`src/rtl/slow_clk_mon_pkg.sv`:
```
// Shared types and window arithmetic for the slow-clock monitor.
// Window limits are derived from the expected half-period and tolerance.
package slow_clk_mon_pkg;

  typedef enum logic [1:0] {
    IDLE,
    TRACK,
    LOCK
  } state_e;

  function automatic longint unsigned full_period(input int unsigned exp_half);
    return 64'(exp_half) << 1;
  endfunction

  function automatic longint unsigned win_lo(input int unsigned exp_half,
                                             input int unsigned tol);
    return full_period(exp_half) - 64'(tol);
  endfunction

  function automatic longint unsigned win_hi(input int unsigned exp_half,
                                             input int unsigned tol);
    return full_period(exp_half) + 64'(tol);
  endfunction

  // The counter must be able to represent one past the upper limit (a late edge).
  function automatic bit width_ok(input int unsigned exp_half,
                                  input int unsigned tol,
                                  input int unsigned cw);
    return (win_hi(exp_half, tol) + 64'd1) < (64'd1 << cw);
  endfunction

endpackage

```
`src/rtl/sync_rise_det.sv`:
```
// Three-flop synchronizer for an asynchronous level, with a one-cycle
// rising-edge indication taken from the two settled stages.
module sync_rise_det (
  input  logic clk,
  input  logic rst,
  input  logic d_i,
  output logic rise_o
);

  logic s1_q, s2_q, s3_q;

  // NOTE: sequential state uses non-blocking assignments so every flop samples
  // the pre-edge value of its neighbour; blocking here would collapse the chain.
  always_ff @(posedge clk) begin
    if (rst) begin
      s1_q <= 1'b0;
      s2_q <= 1'b0;
      s3_q <= 1'b0;
    end else begin
      s1_q <= d_i;
      s2_q <= s1_q;
      s3_q <= s2_q;
    end
  end

  assign rise_o = s2_q & ~s3_q;

endmodule

```
`src/rtl/slow_clk_monitor.sv`:
```
// Converts a divided slow clock into a clk-domain tick enable, measures its
// period and tracks lock against a tolerance window around the expected period.
module slow_clk_monitor
  import slow_clk_mon_pkg::*;
#(
  parameter int unsigned EXP_HALF = 3125000,
  parameter int unsigned TOL      = 1024,
  parameter int unsigned LOCK_N   = 4,
  parameter int unsigned CW       = 26
) (
  input  logic          clk,
  input  logic          rst,
  input  logic          slow_in,
  output logic          tick,
  output logic [CW-1:0] period,
  output logic          period_valid,
  output logic          locked,
  output logic          err_fast,
  output logic          err_slow
);

  localparam logic [CW-1:0] LO = CW'(win_lo(EXP_HALF, TOL));
  localparam logic [CW-1:0] HI = CW'(win_hi(EXP_HALF, TOL));
  localparam int unsigned   GW = (LOCK_N < 2) ? 1 : $clog2(LOCK_N + 1);
  localparam logic [GW-1:0] GOOD_MAX = GW'(LOCK_N);

  if (!width_ok(EXP_HALF, TOL, CW)) begin : g_cw_too_narrow
    $error("slow_clk_monitor: CW cannot hold HI_LIM+1");
  end

  logic          rise;
  logic [CW-1:0] cnt_q, cnt_d, meas;
  state_e        state_q, state_d;
  logic [GW-1:0] good_q, good_d, good_inc;
  logic [CW-1:0] period_q, period_d;
  logic          tick_q, pv_q, pv_d, ef_q, ef_d, es_q, es_d;

  sync_rise_det u_sync (
    .clk    (clk),
    .rst    (rst),
    .d_i    (slow_in),
    .rise_o (rise)
  );

  assign meas     = cnt_q + CW'(1);
  assign good_inc = (good_q == GOOD_MAX) ? good_q : good_q + GW'(1);

  // NOTE: every variable gets a default before the case so no path leaves it
  // unassigned, which would otherwise infer a latch.
  always_comb begin
    cnt_d    = cnt_q;
    state_d  = state_q;
    good_d   = good_q;
    period_d = period_q;
    pv_d     = 1'b0;
    ef_d     = 1'b0;
    es_d     = 1'b0;

    if (rise)            cnt_d = '0;
    else if (cnt_q != HI) cnt_d = cnt_q + CW'(1);

    unique case (state_q)
      IDLE: begin
        if (rise) begin
          state_d = TRACK;
          good_d  = '0;
        end
      end
      TRACK, LOCK: begin
        if (rise) begin
          // A rise coinciding with cnt == HI lands here as meas = HI+1.
          period_d = meas;
          pv_d     = 1'b1;
          if (meas < LO) begin
            ef_d    = 1'b1;
            state_d = TRACK;
            good_d  = '0;
          end else if (meas > HI) begin
            es_d    = 1'b1;
            state_d = TRACK;
            good_d  = '0;
          end else begin
            good_d = good_inc;
            if (good_inc == GOOD_MAX) state_d = LOCK;
          end
        end else if (cnt_q == HI) begin
          es_d    = 1'b1;
          state_d = IDLE;
          good_d  = '0;
        end
      end
      default: begin
        state_d = IDLE;
        good_d  = '0;
      end
    endcase
  end

  always_ff @(posedge clk) begin
    if (rst) begin
      cnt_q    <= '0;
      state_q  <= IDLE;
      good_q   <= '0;
      period_q <= '0;
      tick_q   <= 1'b0;
      pv_q     <= 1'b0;
      ef_q     <= 1'b0;
      es_q     <= 1'b0;
    end else begin
      cnt_q    <= cnt_d;
      state_q  <= state_d;
      good_q   <= good_d;
      period_q <= period_d;
      tick_q   <= rise;
      pv_q     <= pv_d;
      ef_q     <= ef_d;
      es_q     <= es_d;
    end
  end

  assign tick         = tick_q;
  assign period       = period_q;
  assign period_valid = pv_q;
  assign locked       = (state_q == LOCK);
  assign err_fast     = ef_q;
  assign err_slow     = es_q;

endmodule

```
`config.mk`:
```
export PLATFORM = sky130hd
export DESIGN_NAME = slow_clk_monitor
export DESIGN_NICKNAME = d
export VERILOG_FILES = /design/src/rtl/slow_clk_mon_pkg.sv /design/src/rtl/sync_rise_det.sv /design/src/rtl/slow_clk_monitor.sv
export SDC_FILE = /design/constraint.sdc
export NUM_CORES = 1
export LEC_CHECK = 0
export CORE_ASPECT_RATIO = 1.1
export CORE_MARGIN = 2
export CORE_UTILIZATION = 35
export DETAILED_ROUTE_END_ITERATION = 10
export MAX_ROUTING_LAYER = met4
export PLACE_DENSITY_LB_ADDON = 0.25
export SLEW_MARGIN = 40
export SYNTH_ARGS = -nofsm -noshare
export SYNTH_HDL_FRONTEND = slang
export SYNTH_SLANG_ARGS = --single-unit
```
`constraint.sdc`:
```
create_clock -name clk -period 8.2 [get_ports clk]
set_input_delay 1.64 -clock clk [delete_from_list [all_inputs] [get_ports clk]]
set_output_delay 1.64 -clock clk [all_outputs]
set_load 0.005 [all_outputs]
```
# == After elaboration in Yosys (flattened, before gate mapping) ==
# Index checks and enable logic that the tools add are counted.
# op_classes
n_addsub,2
n_lt_le_gt_ge,2
n_eq_ne,9
n_mux,20
bitwise,4
reduce_logical,8
# op_table
operator,count
$add A26 B1 Y26 const B,1
$eq A26 B23 Y1 const B,1
$gt A26 B23 Y1 const B,1
$lt A26 B23 Y1 const B,1
$ne A26 B23 Y1 const B,1
$mux W3,6
$mux W2,6
$eq A3 B3 Y1 const B,2
$mux W1,6
$pmux W3 S2,1
$reduce_or A2 Y1,3
$ne A5 B5 Y1 const B,1
$pmux W2 S2,1
$reduce_and A2 Y1,2
$add A3 B1 Y3 const B,1
$ne A3 B3 Y1 const B,1
$not A1 Y1,3
$reduce_and A3 Y1,1
$reduce_or A3 Y1,1
$eq A2 B1 Y1 const B,1
$eq A2 B2 Y1 const B,1
$logic_not A2 Y1,1
$ne A2 B2 Y1 const B,1
$and A1 B1 Y1,1
# word_totals
reg_bits,64
input_bits,3

# == Depth between registers and ports, before layout ==
# depth
ltp_word,8
depth_mapped,11
mapped_depth_nobuf,10

# == Modules after synthesis ==
# A second synthesis with hierarchy kept.
# hier_totals
cells_unflattened,371
hier_area_um2,3275.6
# by_module_without_submodules
module,instances,cells_each,area_per_inst_um2
slow_clk_monitor,1,364,3188.1
sync_rise_det,1,7,87.6

# == Worst setup path after synthesis ==
# No wires, ideal clock.
# synth_path
path_kind,register to register
start,register cnt_q[1]
end,register state_q[0]
setup_ns,0.129
arrival_ns,2.642
slack_ns,5.428
stages_incl_launch_ff,12
path_buffers,1
path_cell_list,dfxtp_1 ha_1 buf_4 nand4_1 nor3_1 nand3_1 xor2_1 o2bb2ai_1 a31oi_1 nor3_2 a21oi_1 o32ai_2
# synth_between
elab_chain_len,6
elab_cells_between_ends,11
# synth_lines
element,line_no,source
"start, declared",slow_clk_monitor.sv:32,"logic [CW-1:0] cnt_q, cnt_d, meas;"
"start signal, assigned",slow_clk_monitor.sv:110,cnt_q <= cnt_d;
$add A26 B1 Y26,slow_clk_monitor.sv:45,assign meas = cnt_q + CW'(1);
$gt A26 B23 Y1,slow_clk_monitor.sv:78,end else if (meas > HI) begin
$mux W2,slow_clk_monitor.sv:78,
$mux W2,slow_clk_monitor.sv:74,if (meas < LO) begin
$mux W2,slow_clk_monitor.sv:70,if (rise) begin
$pmux W2 S2,slow_clk_monitor.sv:62,unique case (state_q)
"end signal, assigned",slow_clk_monitor.sv:111,state_q <= state_d;
"end, declared",slow_clk_monitor.sv:33,"state_e state_q, state_d;"
# Parallel ways exist; a longest one is shown, timed or not.
# A chain may end at the register's enable or synchronous reset.

# == Worst setup path after layout ==
# layout_path
start,register cnt_q[0]
end,register state_q[0]
# The elaborated chain is that of the path after synthesis.

==> metrics.yaml <==
synthesis:
  ys_warn_count: 0
  ys_types: 61
  yosys-top-cells-area: "dfxtp_1 (39%), nor2_1 (8.6%), a211oi_1 (6.0%), xnor2_1 (4.6%), ha_1 (3.1%)"
  yosysTopAreaCell: "dfxtp_1"
  synth.net_count: 392
  synth_ff_type: "dfxtp_1"
  synth.avg_cell_area_um2: 8.52
  ys_ff_latch: 64
  synth_top_cell_area_share_pct: 39.5
  postSynth.asyncResetShare_pct: 0
  syn_inst: 381
  seq_area_frac_synth_pct: 39.5
  synth.cell_area_um2: 3240
  synth_edf_count: 0
clocking:
  cts_resized: 0
  postCtsSetupBuffers: 0
  hold_buffers: 0
  cts_tree: "yes"
  clk_latency_ns: 0.34
  clkSlewWorstSetupHoldPaths_ns: 0.06
  cts_buffers: 9
  cts_root_buf: "clkbuf_8"
  clk_path_buf_depth: 2
  cts.htree.levels: 3
  clkSinkCount: 64
global_routing:
  antenna_found_initial: 0
  grt_max_degree: 50
  grt_pass1_vias: 2559
  grt_overflow: 0
  grt_pass1_wl_um: 12500
  track_usage_pct: 16.1
worst_setup_path:
  crit_path_end_kind: "flop"
  r2r_start: "cnt_q[0]$_SDFFE_PP0N_"
  reg2reg_to: "state_q[0]$_SDFFE_PP0P_"
  cp_data_arrival_time_ns: 3.90
  worstPathMaxFanout: 10
  reg2reg_slack_ns: 4.52
  worstSetupPathType: "reg -> reg"
  crit_path_start_kind: "flop"
  required_ns: 8.41
  r2r_cells: 10
timing:
  rsz0062_at_grt: "no"
  period_needed_ns: 3.68
  finalHoldViolCount: 0
  whs_ns: 0.448
  finalSetupViolations: 0
  max_freq_mhz: 272
  worstMarginPinSlew_ns: 0.584
  slew_viol_final: 0
  post-route-period-util_pct: 44.9
  maxSlewHeadroom_pct: 60.9
  finalSetupTns_ns: 0
  clock_skew_ns: 0.00609
detailed_routing:
  drc: 0
  vias: 2694
  drt-total-wl_um: 7250
  wl_per_cell_um: 13.9
  detail-route-antenna-nets: 0
  drtIter0Drc: 147
  first_pass_iters: 4
  routed_via_density: 5.16
job:
  max-cap-violations: 0
placed_design:
  portBuffers: 33
  place.gp.congestion: 0.862
  dp.final_hpwl_um: 5190
floorplanning:
  die_x_um: 95.8
  die-area_um2: 10100
  fp.dieH_um: 105
  boundaryPins: 34
  row_count: 36
  initial_core_util_pct: 36.4
  design.core.area_um2: 8920
final_layout:
  antenna_cells: 0
  finalNetCount: 414
  post-route-util_pct: 43.0
  drive_above_1_share_pct: 9.07
  area_delta_synth_final_pct: 18.1
hold_path:
  min_from: "u_sync.s1_q$_SDFF_PP0_"
  hold_end: "u_sync.s2_q$_SDFF_PP0_"
  min_path_cells: 1
  hold_path.class: "reg -> reg"
power_and_ir_drop:
  p_leak_nw: 1.25
  power_density_nw_per_um2: 166
  vdd_drop_max_v: 0.0000832
outcome:
  status: "finished, final reports clean"
-- logic make-up after synthesis --
kind of cell,share of synthesized area [%]
fa+ha+maj,3.09
compound gates,15.2
xor+xnor,6.75
flops,39.5
mux,1.08
simple gates,29.3
buf+inv,5.01
-- worst max path at each step --
stage / start / to / slack [ns] / depth (start not counted)
3_3_place_gp: rst / cnt_q[15]$_SDFFE_PP0N_ / 4.47 / 5
5_1_grt: cnt_q[0]$_SDFFE_PP0N_ / state_q[0]$_SDFFE_PP0P_ / 4.13 / 10
6_report: cnt_q[0]$_SDFFE_PP0N_ / state_q[0]$_SDFFE_PP0P_ / 4.52 / 10
4_1_cts: cnt_q[0]$_SDFFE_PP0N_ / state_q[0]$_SDFFE_PP0P_ / 4.49 / 10
3_5_place_dp: rst / cnt_q[24]$_SDFFE_PP0N_ / 4.43 / 5
2_1_floorplan: cnt_q[1]$_SDFFE_PP0N_ / state_q[0]$_SDFFE_PP0P_ / 5.43 / 11
-- cell type report --
class | count | area, µm²
Inverter | 12 | 45.0
Fill cell | 919 | 5090
Clock inverter | 2 | 35.0
Timing Repair Buffer | 35 | 345
Multi-Input combinational cell | 281 | 1800
Tap cell | 114 | 143
Sequential cell | 64 | 1280
Clock buffer | 14 | 183
-- layout by cell type, fill, tap and decap left out, types with 2 or more instances in the layout --
cell type,synthesis,final
buf_4,5,2
or3_1,2,2
a31oi_1,4,4
xor2_1,8,8
clkdlybuf4s50_1,0,33
o21ai_0,2,2
mux2i_1,2,2
nor3_1,11,11
o21a_1,2,2
a211o_1,2,2
nand3_4,2,2
a211oi_1,26,26
nor4_1,4,4
nor3_2,2,2
inv_1,12,12
nor2_1,74,74
ha_1,8,8
o2bb2ai_1,2,2
and2_1,2,2
nor2b_1,8,8
nand3b_1,2,2
nand2b_1,5,5
a21oi_1,14,14
clkbuf_8,0,13
o21ai_1,3,3
nand3_1,8,8
and3_1,2,2
or2_2,2,2
xnor2_1,17,17
nand2_1,21,21
nand4_1,12,12
or4_1,2,2
dfxtp_1,64,64
o22ai_1,3,3
o31ai_1,4,4
-- power breakdown --
part	internal (mW)	switching, mW	total [mW]	leakage [nW]
registers	0.315	0.00465	0.319	0.517
clock network	0.173	0.118	0.292	0.113
logic	0.0110	0.0153	0.0262	0.616
-- cells in the mapped netlist (3+ instances only) --
cell type and n:
nor4_1 4, ha_1 8, o31ai_1 4, a211oi_1 26, a31oi_1 4, buf_2 7, nor2_1 74, nand2_1 21
nor2b_1 8, a21oi_1 14, nand3_1 8, dfxtp_1 64, o22ai_1 3, o21ai_1 3, xnor2_1 17, xor2_1 8
inv_1 12, nand4_1 12, nor3_1 11, nand2b_1 5, buf_4 5, clkbuf_1 11
-- per-stage QoR --
step | worst slack, ns | std cells | cell area [µm²] | power, mW
detailed placement | 4.43 | 506 | 3610 | 0.353
CTS | 4.49 | 522 | 3830 | 0.645
global route | 4.13 | 522 | 3830 | 0.662
floorplan | 5.43 | 381 | 3240 | 0.344
finish | 4.52 | 522 | 3830 | 0.637
global placement | 4.47 | 506 | 3610 | 0.352
-- sequential cells by signal, indices dropped and copies added, names as in the netlist --
signal / flops
cnt_q: 26
err_fast: 1
err_slow: 1
good_q: 3
period: 26
period_valid: 1
state_q: 2
tick: 1
u_sync.s1_q: 1
u_sync.s2_q: 1
u_sync.s3_q: 1
-- critical path, stage by stage (launching register included) --
cell       delay (ns)
dfxtp_1          0.58
ha_1             0.44
nand4_1          0.36
nor3_1           0.47
nand3_1          0.15
xor2_1           0.50
o2bb2ai_1        0.29
a31oi_1          0.35
nor3_2           0.14
a21oi_1          0.19
o32ai_2          0.09
-- metal layers --
metal  vias up  share of wire, %  GRT usage [%]
li1       1389                 -              -
met1      1253                48           21.2
met2        41                48           24.4
met3        11               3.4           3.60
met4         0               1.5           5.20
met5         -                 0              -
Note: power is estimated with default switching activity, not from simulation.
